$ cat config.mk
export PLATFORM = sky130hd
export DESIGN_NAME = serial_adder
export DESIGN_NICKNAME = d
export VERILOG_FILES = /design/src/rtl/serial_adder.sv
export SDC_FILE = /design/constraint.sdc
export NUM_CORES = 1
export LEC_CHECK = 0
export ABC_CLOCK_PERIOD_IN_PS = 1820
export BUFFER_PORTS_ARGS = -buffer_cell sky130_fd_sc_hd__buf_4
export CELL_PAD_IN_SITES_DETAIL_PLACEMENT = 2
export CELL_PAD_IN_SITES_GLOBAL_PLACEMENT = 2
export CORE_ASPECT_RATIO = 1.1
export CORE_MARGIN = 2
export CORE_UTILIZATION = 37
export CTS_CLUSTER_SIZE = 24
export DETAILED_ROUTE_END_ITERATION = 10
export MAX_ROUTING_LAYER = met4
export PLACE_DENSITY_LB_ADDON = 0.25
export SYNTH_ARGS = -nofsm -noshare
export SYNTH_HDL_FRONTEND = slang
export SYNTH_SLANG_ARGS = --single-unit
$ cat constraint.sdc
create_clock -name clk -period 1.82 [get_ports clk]
set_input_delay 0.273 -clock clk [delete_from_list [all_inputs] [get_ports clk]]
set_output_delay 0.273 -clock clk [all_outputs]
set_load 0.005 [all_outputs]
$ cat src/rtl/serial_adder.sv
// -----------------------------------------------------------------------------
// serial_adder
//
// Bit-serial ripple adder: one full-adder cell plus a carry flip-flop, reused
// over WIDTH clocks, LSB first. Operands enter through a valid/ready handshake
// and the result leaves through a second valid/ready handshake.
//
// Optional feature (macro SERIAL_ADDER_SUB_EN): adds input `sub`. When sub=1
// at the accepting edge the block computes a - b - cin by capturing ~b, loading
// the carry with ~cin and reporting ~final carry as borrow-out on cout.
//
// Ports:
//   clk        system clock, all state on rising edge
//   rst_n      asynchronous active-low reset
//   in_valid   operands a/b/cin (and sub) valid
//   in_ready   block can accept operands (high only in IDLE)
//   a, b       WIDTH-bit operands
//   cin        carry-in (borrow-in when subtracting)
//   sub        subtract select (only with SERIAL_ADDER_SUB_EN)
//   out_valid  result valid, held until accepted
//   out_ready  downstream accepts result
//   sum        WIDTH-bit result
//   cout       carry-out (borrow-out when subtracting)
//   overflow   signed overflow: carry into MSB XOR carry out of MSB
// -----------------------------------------------------------------------------
module serial_adder #(
    parameter int WIDTH = 8
) (
    input  logic             clk,
    input  logic             rst_n,
    input  logic             in_valid,
    output logic             in_ready,
    input  logic [WIDTH-1:0] a,
    input  logic [WIDTH-1:0] b,
    input  logic             cin,
`ifdef SERIAL_ADDER_SUB_EN
    input  logic             sub,
`endif
    output logic             out_valid,
    input  logic             out_ready,
    output logic [WIDTH-1:0] sum,
    output logic             cout,
    output logic             overflow
);

    localparam int CW = (WIDTH > 1) ? $clog2(WIDTH) : 1;
    localparam logic [CW-1:0] LAST_BIT   = CW'(WIDTH - 1);
    localparam logic [CW-1:0] PENULT_BIT = CW'(WIDTH - 2);

    typedef enum logic [1:0] {
        IDLE,
        RUN,
        DONE
    } state_t;

    state_t           state;
    logic [WIDTH-1:0] a_sh;
    logic [WIDTH-1:0] b_sh;
    // Holds the WIDTH-1 low sum bits already produced; the MSB is the bit
    // computed on the final edge, so it never needs a slot here.
    logic [WIDTH-2:0] sum_sh;
    logic             carry;
    logic             msb_carry;   // carry into the MSB position
    logic [CW-1:0]    cnt;

    // Operand conditioning at the accepting edge: subtraction is addition of
    // the inverted subtrahend with an inverted carry-in.
    logic [WIDTH-1:0] b_load;
    logic             cin_load;
`ifdef SERIAL_ADDER_SUB_EN
    logic             sub_q;
    assign b_load   = sub ? ~b   : b;
    assign cin_load = sub ? ~cin : cin;
`else
    assign b_load   = b;
    assign cin_load = cin;
`endif

    // The single full-adder cell.
    logic bit_s;
    logic carry_nxt;
    assign bit_s     = a_sh[0] ^ b_sh[0] ^ carry;
    assign carry_nxt = (a_sh[0] & b_sh[0]) | (a_sh[0] & carry) | (b_sh[0] & carry);

    logic cout_nxt;
`ifdef SERIAL_ADDER_SUB_EN
    assign cout_nxt = sub_q ? ~carry_nxt : carry_nxt;
`else
    assign cout_nxt = carry_nxt;
`endif

    assign in_ready  = (state == IDLE);
    assign out_valid = (state == DONE);

    // NOTE: all state in this block uses non-blocking assignments so every
    // register samples the pre-edge values of the others, as in hardware.
    always_ff @(posedge clk or negedge rst_n) begin
        if (!rst_n) begin
            state     <= IDLE;
            a_sh      <= '0;
            b_sh      <= '0;
            sum_sh    <= '0;
            carry     <= 1'b0;
            msb_carry <= 1'b0;
            cnt       <= '0;
            sum       <= '0;
            cout      <= 1'b0;
            overflow  <= 1'b0;
`ifdef SERIAL_ADDER_SUB_EN
            sub_q     <= 1'b0;
`endif
        end else begin
            case (state)
                IDLE: begin
                    if (in_valid) begin
                        a_sh  <= a;
                        b_sh  <= b_load;
                        carry <= cin_load;
                        cnt   <= '0;
`ifdef SERIAL_ADDER_SUB_EN
                        sub_q <= sub;
`endif
                        state <= RUN;
                    end
                end

                RUN: begin
                    a_sh   <= a_sh >> 1;
                    b_sh   <= b_sh >> 1;
                    carry  <= carry_nxt;
                    // Shift the new bit in at the top; the oldest bit drops
                    // toward the LSB.
                    sum_sh <= (WIDTH-1)'({bit_s, sum_sh} >> 1);
                    cnt    <= cnt + 1'b1;
                    if (cnt == PENULT_BIT) begin
                        msb_carry <= carry_nxt;
                    end
                    if (cnt == LAST_BIT) begin
                        sum      <= {bit_s, sum_sh};
                        cout     <= cout_nxt;
                        overflow <= msb_carry ^ carry_nxt;
                        state    <= DONE;
                    end
                end

                DONE: begin
                    if (out_ready) begin
                        state <= IDLE;
                    end
                end

                default: state <= IDLE;
            endcase
        end
    end

endmodule

; ---- Yosys cells after proc, flatten, opt, wreduce, memory -nomap -nowiden
; Index checks and enable logic that the tools add are counted.
[word_totals]
ff_bits = 40
in_bits = 21
wordCells = 44
[op_classes]
add_sub_neg = 1
eq_ne = 7
mux = 12
bitwise = 8
n_reduce_logical = 6
[op_table]
columns = cell, count
row1 = $pmux 8 s2, 2
row2 = $mux 8, 2
row3 = $eq 3x3->1 const B, 2
row4 = $mux 2, 3
row5 = $pmux 2 s3, 1
row6 = $pmux 3 s2, 1
row7 = $reduce_and 2->1, 3
row8 = $ne 2x2->1 const B, 2
row9 = $add 3x1->3 const B, 1
row10 = $and 1x1->1, 3
row11 = $mux 3, 1
row12 = $reduce_and 3->1, 1
row13 = $xor 1x1->1, 3
row14 = $eq 2x1->1 const B, 1
row15 = $eq 2x2->1 const B, 1
row16 = $logic_not 2->1, 1
row17 = $ne 2x1->1 const B, 1
row18 = $or 1x1->1, 2
row19 = $pmux 1 s2, 1
row20 = $reduce_bool 2->1, 1
row21 = $mux 1, 1

; ---- Depth between registers and ports, before layout
; Gate-level depths: netlist of run 1.
[depth]
word_depth = 4
depth_mapped = 5
ltp_nobuf = 4

; ---- Worst setup path before layout of run 1
; No wires, ideal clock.
[synth_path]
path_kind = register to register
start = register cnt[0]
end = register cout
setup_ps = 125
arrival_time_ps = 1394
required_ps = 1695
setup_slack_ps = 301
path_stages_with_launch = 6
n_path_buf = 1
path_cell_list = dfrtp_1 > ha_1 > ha_1 > nand3b_1 > buf_2 > mux2_2
[synth_via]
elab_chain_len = 2
[synth_rtl]
columns = element, line_no
row1 = "start, declared", 64  ; logic [CW-1:0] cnt;
row2 = "start signal, assigned", 134  ; cnt <= cnt + 1'b1;
row3 = $eq 3x3->1, 138  ; if (cnt == LAST_BIT) begin
row4 = $reduce_and 2->1 (no line), n/a
row5 = "end signal, assigned", 140  ; cout <= cout_nxt;
row6 = "end, declared", 42  ; output logic cout,
; No other way between the ends.
; A chain may end at the register's enable or synchronous reset.

; ---- Final worst setup path of run 1
[layout_path]
start = register cnt[0]
end = register sum[1]
[layout_via]
elab_chain_len = 2
[layout_rtl]
columns = element, line_no
row1 = $eq 3x3->1, 138
row2 = $reduce_and 2->1 (no line), n/a
row3 = "end signal, assigned", 139  ; sum <= {bit_s, sum_sh};
row4 = "end, declared", 41  ; output logic [WIDTH-1:0] sum,
; No other way between the ends.

==> results of run 1 <==
[synthesized netlist by cell type, types with 2 or more instances]
cell / instances / area [sq um]
nand2b_1: 4 / 25.0
or4b_1: 8 / 80.1
o2bb2ai_1: 2 / 17.5
mux2_2: 18 / 203
inv_1: 10 / 37.5
dfrtp_1: 40 / 1000
a211oi_1: 7 / 52.6
nor4b_1: 7 / 61.3
buf_2: 8 / 40.0
ha_1: 3 / 37.5
o221a_2: 8 / 90.1
nor3b_1: 8 / 60.1
buf_6: 2 / 22.5
[registers in the layout, indices dropped and copies added, names as in the netlist]
| register | flops |
|---|---|
| state | 2 |
| cnt | 3 |
| cout | 1 |
| sum_sh | 7 |
| a_sh | 8 |
| sum | 8 |
| msb_carry | 1 |
| overflow | 1 |
| b_sh | 8 |
| carry | 1 |
[per-layer routing]
metal  vias up  routed length, um  global-route usage [%]
met2        22               2220                    28.3
li1        578                  -                       -
met3         6                134                    3.98
met4         0                 57                    5.66
met5         -                  0                       -
met1       647               1750                    19.0
[cells by family after synthesis]
group	count (synthesis)	synth area share (%)
flops	40	54.0
simple gates	31	13.6
compound gates	23	11.4
buf+inv	22	5.87
mux	19	11.5
fa+ha+maj	4	3.11
xor+xnor	1	0.473
[layout make-up]
| type | instances | area [sq um] |
|---|---|---|
| Timing Repair Buffer | 37 | 293 |
| Clock inverter | 1 | 5.00 |
| Sequential cell | 40 | 1000 |
| Multi-Input combinational cell | 78 | 743 |
| Clock buffer | 6 | 72.6 |
| Inverter | 10 | 37.5 |
| Fill cell | 492 | 2710 |
| Tap cell | 58 | 72.6 |
[through the flow]
step / util, % / worst slack [ns] / hold WS (ns)
CTS: 45.1 / 0.196 / 0.175
floorplan: - / 0.301 / -0.0226
global route: 45.1 / 0.147 / 0.188
global placement: 43.3 / 0.324 / 0.276
finish: 45.1 / 0.214 / 0.178
detailed placement: 43.3 / 0.213 / 0.292
[worst max-delay path, cell delays in order (launching register included)]
cell and delay (ns):
dfrtp_1 0.43, ha_1 0.22, ha_1 0.20, nand3b_1 0.09, buf_4 0.20, mux2_2 0.36
[report_power, final]
group | leakage, nW | switching, W | total (W) | internal [W]
Sequential | 0.472 | 0.000278 | 0.00159 | 0.00132
Clock | 0.0410 | 0.000295 | 0.000556 | 0.000261
Combinational | 0.474 | 0.000623 | 0.00145 | 0.000822
Total | 0.987 | 0.00120 | 0.00359 | 0.00240
[path summary, 6_finish.rpt]
| path | end | cells past startpoint | startpoint | slack (ns) |
|---|---|---|---|---|
| max | sum[1] | 5 | cnt[0] | 0.21 |
| min | state[1] | 2 | out_ready | 0.18 |
| max reg2reg | sum[1] | 5 | cnt[0] | 0.21 |
| min reg2reg | sum[7] | 1 | sum[7] | 0.51 |
| max in group asynchronous | msb_carry | 2 | rst_n | 0.97 |
| min in group asynchronous | b_sh[6] | 2 | rst_n | 0.50 |
==> impl_results.html, run 1 <==
<table>
<tr><th>Metric</th><th>Value</th></tr>
<tr><th colspan="2">Final layout</th></tr>
<tr><td>Antenna diodes</td><td>0</td></tr>
<tr><td>Most used cells in the layout excluding fill and tap cells</td><td>40 x dfrtp_1, 35 x buf_4, 18 x mux2_2</td></tr>
<tr><td>Commonest non-fill, non-tap cell in the layout</td><td>dfrtp_1</td></tr>
<tr><td>Final cell count without fillers</td><td>230</td></tr>
<tr><td>Number of nets at the end of the flow</td><td>197</td></tr>
<tr><td>Area growth, synth to finish</td><td>20.1%</td></tr>
<tr><td>Final cell area excluding filler cells</td><td>0.00222 sq mm</td></tr>
<tr><td>Share of layout cells above drive strength 1</td><td>about two fifths</td></tr>
<tr><th colspan="2">Worst setup path</th></tr>
<tr><td>Worst Path Class, Setup</td><td>reg -&gt; reg</td></tr>
<tr><td>CP startpoint kind</td><td>register</td></tr>
<tr><td>Critical path data required time</td><td>roughly 2 ns</td></tr>
<tr><td>CP Data Arrival Time</td><td>between 1.5 and 2 ns</td></tr>
<tr><td>Critical path endpoint category</td><td>register</td></tr>
<tr><td>Largest fanout on the critical path</td><td>11</td></tr>
<tr><th colspan="2">Timing</th></tr>
<tr><td>Final TNS setup</td><td>0 ns</td></tr>
<tr><td>Worst-case headroom to the max-slew limit</td><td>between 60% and 70%</td></tr>
<tr><td>Maximum operating frequency</td><td>about 620 MHz</td></tr>
<tr><td>Pin slew with the least headroom to its limit</td><td>a little over 0.5 ns</td></tr>
<tr><td>Final Hold Viols</td><td>0</td></tr>
<tr><td>Count of endpoints failing setup in the final report</td><td>0</td></tr>
<tr><td>Number of max-slew violations in the final report</td><td>0</td></tr>
<tr><td>Period utilization</td><td>88.2%</td></tr>
<tr><td>Layout Skew</td><td>about 0.0036 ns</td></tr>
<tr><td>Fin crit period</td><td>approximately 1.6 ns</td></tr>
<tr><td>Unrepaired setup endpoints after global routing</td><td>false</td></tr>
<tr><th colspan="2">Logic synthesis</th></tr>
<tr><td>Primary FF master, synth</td><td>dfrtp_1</td></tr>
<tr><td>Register area share after synthesis</td><td>54.0%</td></tr>
<tr><td>Synth cell types</td><td>28</td></tr>
<tr><td>Synth async-reset ratio</td><td>between 90% and 100%</td></tr>
<tr><td>Combined area of all synthesized cells</td><td>0.00185 sq mm</td></tr>
<tr><td>Post-synth EDFFs</td><td>0</td></tr>
<tr><td>Average size of a mapped cell</td><td>roughly 13 sq um</td></tr>
<tr><td>Total of warnings raised by yosys</td><td>0</td></tr>
<tr><td>Syn Nets</td><td>165</td></tr>
<tr><td>Gate count after technology mapping</td><td>140</td></tr>
<tr><td>Total of flip-flops plus latches after synthesis</td><td>40</td></tr>
<tr><th colspan="2">Route</th></tr>
<tr><td>Total length of routed wires</td><td>between 4000 and 5000 um</td></tr>
<tr><td>Initial DRC count</td><td>40</td></tr>
<tr><td>DR vias</td><td>around 1300</td></tr>
<tr><td>Total DRC errors in the routed layout</td><td>0</td></tr>
<tr><td>Avg Vias per Cell</td><td>~5.4</td></tr>
<tr><td>Antenna-violating nets left</td><td>0</td></tr>
<tr><td>Number of optimization iterations in the first detailed-route pass</td><td>4</td></tr>
<tr><td>Wirelength per Cell</td><td>18.1 um</td></tr>
<tr><th colspan="2">Place</th></tr>
<tr><td>Estimated wirelength of the detail-placed design</td><td>2850 um</td></tr>
<tr><td>Buffers on Ports</td><td>32</td></tr>
<tr><td>Placed inst area</td><td>about 0.0021 sq mm</td></tr>
<tr><td>Post-placement cell count</td><td>between 200 and 250</td></tr>
<tr><td>Final Wtd Congestion</td><td>0.705</td></tr>
<tr><th colspan="2">Clock tree</th></tr>
<tr><td>Latest clock arrival within the worst-skew pair</td><td>0.29 ns</td></tr>
<tr><td>CTS sink cnt</td><td>40</td></tr>
<tr><td>Post-cts gate resize count</td><td>0</td></tr>
<tr><td>Post CTS Setup Buffer Count</td><td>0</td></tr>
<tr><td>H-tree level count</td><td>2</td></tr>
<tr><td>CTS tree</td><td>yes</td></tr>
<tr><td>Hold-fix buffers, CTS</td><td>1</td></tr>
<tr><td>Clock root buffer</td><td>clkbuf_8</td></tr>
<tr><td>Worst-path clk slew</td><td>0.07 ns</td></tr>
<tr><td>Maximum buffer depth of the clock tree</td><td>2</td></tr>
<tr><td>Inserted Clock Buffers</td><td>5</td></tr>
<tr><th colspan="2">Floorplanning</th></tr>
<tr><td># IOs</td><td>33</td></tr>
<tr><td>Initial standard-cell utilization of the core</td><td>a little under two fifths</td></tr>
<tr><td>Chip height</td><td>between 70 and 80 um</td></tr>
<tr><td>Total die area</td><td>~0.0056 sq mm</td></tr>
<tr><td>Total core area</td><td>between 0.004 and 0.005 sq mm</td></tr>
<tr><td>Rows</td><td>27</td></tr>
<tr><td>Die W</td><td>around 71 um</td></tr>
<tr><th colspan="2">Power and ir drop</th></tr>
<tr><td>Leakage power of the design</td><td>slightly below 1 nW</td></tr>
<tr><td>Cell Pwr Density</td><td>1620 mW/mm^2</td></tr>
<tr><td>Total power</td><td>~0.0036 W</td></tr>
<tr><td>Worst supply voltage drop on vdd</td><td>between 0.4 and 0.5 mV</td></tr>
<tr><th colspan="2">Global routing</th></tr>
<tr><td>First-pass GRT wire length</td><td>around 7000 um</td></tr>
<tr><td>Pin count of the biggest net entering global routing</td><td>41</td></tr>
<tr><td>Congestion Overflow GR</td><td>0</td></tr>
<tr><td>Via count of the first global-routing pass</td><td>approximately 1400</td></tr>
<tr><td>Initial antenna violation count</td><td>0</td></tr>
<tr><td>Total Routing Usage GR</td><td>around 17%</td></tr>
<tr><th colspan="2">Outcome</th></tr>
<tr><td>Result of the run</td><td>finished clean</td></tr>
<tr><th colspan="2">Run</th></tr>
<tr><td>Max-Cap Viols</td><td>0</td></tr>
<tr><th colspan="2">Worst hold path</th></tr>
<tr><td>Worst min-delay path category</td><td>in -&gt; reg</td></tr>
</table>
Note: power is estimated with default switching activity, not from simulation.
==> run 2, diff against run 1 <==
--- a/config.mk
+++ b/config.mk
@@ -11,7 +11,7 @@
 export CELL_PAD_IN_SITES_GLOBAL_PLACEMENT = 2
 export CORE_ASPECT_RATIO = 1.1
 export CORE_MARGIN = 2
-export CORE_UTILIZATION = 37
+export CORE_UTILIZATION = 25
 export CTS_CLUSTER_SIZE = 24
 export DETAILED_ROUTE_END_ITERATION = 10
 export MAX_ROUTING_LAYER = met4
==> impl_results.html, run 2 (synthesized netlist as in run 1, its figures left out) <==
<table>
<tr><th>Metric</th><th>Value</th></tr>
<tr><th colspan="2">Route</th></tr>
<tr><td>Antenna-violating nets left</td><td>0 (unchanged)</td></tr>
<tr><td>DR vias</td><td>1255 (+0.16%)</td></tr>
<tr><td>Number of optimization iterations in the first detailed-route pass</td><td>3 (-1)</td></tr>
<tr><td>Initial DRC count</td><td>21 (-48%)</td></tr>
<tr><td>Total length of routed wires</td><td>4340 um (+4.6%)</td></tr>
<tr><td>Avg Vias per Cell</td><td>4.83 (-11%)</td></tr>
<tr><td>Total DRC errors in the routed layout</td><td>0 (unchanged)</td></tr>
<tr><td>Wirelength per Cell</td><td>16.7 um (-7.5%)</td></tr>
<tr><th colspan="2">Global routing</th></tr>
<tr><td>Met3 Usage GRT</td><td>2.37% (-1.6 points)</td></tr>
<tr><td>Met1 track utilization from global routing</td><td>14.7% (-4.3 points)</td></tr>
<tr><td>Grt met2 use</td><td>20.3% (-8.0 points)</td></tr>
<tr><td>Via count of the first global-routing pass</td><td>1447 (+2.8%)</td></tr>
<tr><td>Initial antenna violation count</td><td>0 (unchanged)</td></tr>
<tr><td>Most heavily used metal layer in global routing</td><td>met2</td></tr>
<tr><td>Total Routing Usage GR</td><td>12.0% (-4.6 points)</td></tr>
<tr><td>Congestion Overflow GR</td><td>0 (unchanged)</td></tr>
<tr><td>First-pass GRT wire length</td><td>7380 um (+5.2%)</td></tr>
<tr><td>Pin count of the biggest net entering global routing</td><td>41 (unchanged)</td></tr>
<tr><th colspan="2">Timing</th></tr>
<tr><td>Unrepaired setup endpoints after global routing</td><td>false</td></tr>
<tr><td>Final TNS setup</td><td>0 ns (unchanged)</td></tr>
<tr><td>Fin crit period</td><td>1.56 ns (-0.0445 ns)</td></tr>
<tr><td>Count of endpoints failing setup in the final report</td><td>0 (unchanged)</td></tr>
<tr><td>Number of max-slew violations in the final report</td><td>0 (unchanged)</td></tr>
<tr><td>Pin slew with the least headroom to its limit</td><td>0.522 ns (+0.00359 ns)</td></tr>
<tr><td>Final Hold Viols</td><td>0 (unchanged)</td></tr>
<tr><td>Period utilization</td><td>85.8% (-2.4 points)</td></tr>
<tr><td>Maximum operating frequency</td><td>640 MHz (+2.9%)</td></tr>
<tr><td>Worst-case headroom to the max-slew limit</td><td>65.2% (-0.24 points)</td></tr>
<tr><td>Layout Skew</td><td>0.00434 ns (+0.000714 ns)</td></tr>
<tr><td>Worst hold slack across all endpoints</td><td>0.207 ns (+0.0291 ns)</td></tr>
<tr><th colspan="2">Power and ir drop</th></tr>
<tr><td>Sequential Power Share</td><td>41.9% (-2.4 points)</td></tr>
<tr><td>Cell Pwr Density</td><td>1640 mW/mm^2 (+1.2%)</td></tr>
<tr><td>Share of total power consumed by net switching</td><td>32.2% (-1.1 points)</td></tr>
<tr><td>Leakage power of the design</td><td>1.01 nW (+1.9%)</td></tr>
<tr><td>Worst supply voltage drop on vdd</td><td>0.636 mV (+50%)</td></tr>
<tr><td>Net switching power</td><td>0.00121 W (+0.89%)</td></tr>
<tr><td>Relative contribution of the clock network to total power</td><td>18.8% (+3.3 points)</td></tr>
<tr><td>Internal portion of total power</td><td>0.00254 W (+5.9%)</td></tr>
<tr><td>Power share of the combinational group</td><td>39.2% (-1.0 points)</td></tr>
<tr><th colspan="2">Worst setup path</th></tr>
<tr><td>CP Data Arrival Time</td><td>1.29 ns (-0.49 ns)</td></tr>
<tr><td>Largest fanout on the critical path</td><td>19 (+8)</td></tr>
<tr><td>Worst-path cell with the longest stage delay</td><td>dfrtp_1</td></tr>
<tr><td>CP startpoint kind</td><td>register</td></tr>
<tr><td>Top Family by Delay on Critical Path</td><td>flip-flops</td></tr>
<tr><td>Critical path data required time</td><td>1.55 ns (-0.45 ns)</td></tr>
<tr><td>Worst Path Class, Setup</td><td>reg -&gt; out</td></tr>
<tr><td>Cells along the critical path</td><td>buf_4 -&gt; nor2_1 -&gt; buf_4</td></tr>
<tr><td>Cell mode on critical path</td><td>buf_4</td></tr>
<tr><td>Critical path endpoint category</td><td>output pin</td></tr>
<tr><td>Buffers plus inverters on the worst setup path</td><td>2 (+1)</td></tr>
<tr><td>Crit path largest cell delay</td><td>0.39 ns (-0.04 ns)</td></tr>
<tr><th colspan="2">Floorplanning</th></tr>
<tr><td>Chip height</td><td>94.3 um (+21%)</td></tr>
<tr><td>Rows</td><td>32 (+19%)</td></tr>
<tr><td>Initial standard-cell utilization of the core</td><td>26.1% (-11 points)</td></tr>
<tr><td>Total die area</td><td>0.00812 sq mm (+45%)</td></tr>
<tr><td>Total core area</td><td>0.00709 sq mm (+44%)</td></tr>
<tr><td>Die W</td><td>86.1 um (+20%)</td></tr>
<tr><td># IOs</td><td>33 (unchanged)</td></tr>
<tr><th colspan="2">Clock tree</th></tr>
<tr><td>H-tree level count</td><td>2 (unchanged)</td></tr>
<tr><td>CTS sink cnt</td><td>40 (unchanged)</td></tr>
<tr><td>Maximum buffer depth of the clock tree</td><td>2 (unchanged)</td></tr>
<tr><td>Worst-path clk slew</td><td>0.08 ns (about the same)</td></tr>
<tr><td>Post CTS Setup Buffer Count</td><td>0 (unchanged)</td></tr>
<tr><td>Latest clock arrival within the worst-skew pair</td><td>0.28 ns (about the same)</td></tr>
<tr><td>Clock root buffer</td><td>clkbuf_8</td></tr>
<tr><td>Inserted Clock Buffers</td><td>5 (unchanged)</td></tr>
<tr><td>CTS tree</td><td>yes</td></tr>
<tr><th colspan="2">Final layout</th></tr>
<tr><td>Commonest non-fill, non-tap cell in the layout</td><td>dfrtp_1</td></tr>
<tr><td>Number of filler cells placed in the layout</td><td>756 (+54%)</td></tr>
<tr><td>Final cell count without fillers</td><td>260 (+13%)</td></tr>
<tr><td>Leading registers by flop count</td><td>a_sh (8), b_sh (8), sum (8)</td></tr>
<tr><td>Number of nets at the end of the flow</td><td>199 (+1.0%)</td></tr>
<tr><td>Most used cells in the layout excluding fill and tap cells</td><td>40 x dfrtp_1, 38 x buf_4, 18 x mux2_2</td></tr>
<tr><td>Antenna diodes</td><td>0 (unchanged)</td></tr>
<tr><td>Share of layout cells above drive strength 1</td><td>41.7% (+1.0 points)</td></tr>
<tr><td>Area growth, synth to finish</td><td>23.6%</td></tr>
<tr><th colspan="2">Place</th></tr>
<tr><td>Final Wtd Congestion</td><td>0.660 (-6.4%)</td></tr>
<tr><td>Buffers on Ports</td><td>32 (unchanged)</td></tr>
<tr><td>Post-placement cell count</td><td>251 (+13%)</td></tr>
<tr><td>Estimated wirelength of the detail-placed design</td><td>3030 um (+6.1%)</td></tr>
<tr><th colspan="2">Run</th></tr>
<tr><td>Max-Cap Viols</td><td>0 (unchanged)</td></tr>
<tr><th colspan="2">Outcome</th></tr>
<tr><td>Result of the run</td><td>finished clean</td></tr>
<tr><th colspan="2">Worst hold path</th></tr>
<tr><td>Worst min-delay path category</td><td>in -&gt; reg</td></tr>
</table>
[run 2: changes by cell type in the layout (fill, tap and decap cells not counted)]
cell | previous run | this run
bufinv_16 | 0 | 1
buf_12 | 1 | 0
buf_4 | 35 | 38
[run 2: worst paths after layout]
check / end / cells past startpoint / slack [ns] / from
worst max-delay path: in_ready / 3 / 0.26 / state[1]
worst min-delay path: state[1] / 2 / 0.21 / out_ready
worst max register to register: sum[1] / 5 / 0.27 / cnt[0]
worst min register to register: a_sh[7] / 1 / 0.50 / a_sh[7]
max in group asynchronous: a_sh[1] / 2 / 0.95 / rst_n
min in group asynchronous: sum[2] / 2 / 0.51 / rst_n
[run 2: worst reg2reg max path: cells and delay by family, from the launching register on]
kind                       cells  cell delay (ns)
DFF                            1             0.41
adders and majority gates      2             0.40
muxes                          1             0.36
buffers and inverters          1             0.19
and+or+nand+nor                1             0.08
[run 2: through the flow]
stage | cell area, sq um | util (%) | power (W) | setup WS, ns
global route | 2290 | 32.3 | 0.00407 | 0.159
CTS | 2290 | 32.3 | 0.00383 | 0.240
floorplan | 1850 | - | 0.00254 | 0.301
global placement | 2170 | 30.7 | 0.00297 | 0.313
detailed placement | 2170 | 30.7 | 0.00311 | 0.263
finish | 2290 | 32.3 | 0.00375 | 0.259
[run 2: power by group through the flow]
stage	sequential (W)	combinational, W	clock (W)
global route	0.00164	0.00165	0.000772
finish	0.00157	0.00147	0.000706
global placement	0.00157	0.00140	0
detailed placement	0.00161	0.00150	0
CTS	0.00159	0.00151	0.000735
floorplan	0.00153	0.00101	0
[run 2: final cells by class]
cell class	count	area [sq um]	area share [%]
Tap cell	85	106	4.64
Clock buffer	6	72.6	3.17
Inverter	10	37.5	1.64
Multi-Input combinational cell	78	743	32.4
Sequential cell	40	1000	43.7
Clock inverter	2	35.0	1.53
Timing Repair Buffer	39	295	12.9
[run 2: what timing repair did]
action | 4_1_cts | 5_1_grt
endpoints found under the setup margin | 0 | 0
hold endpoints to repair | 40 | 0
resized for setup | 0 | 0
hold buffers | 1 | 0
[run 2: routing by layer]
layer,up-vias,share of wire [%]
met1,640,44
met4,0,0.32
li1,586,-
met3,2,3.7
met5,-,0
met2,27,52
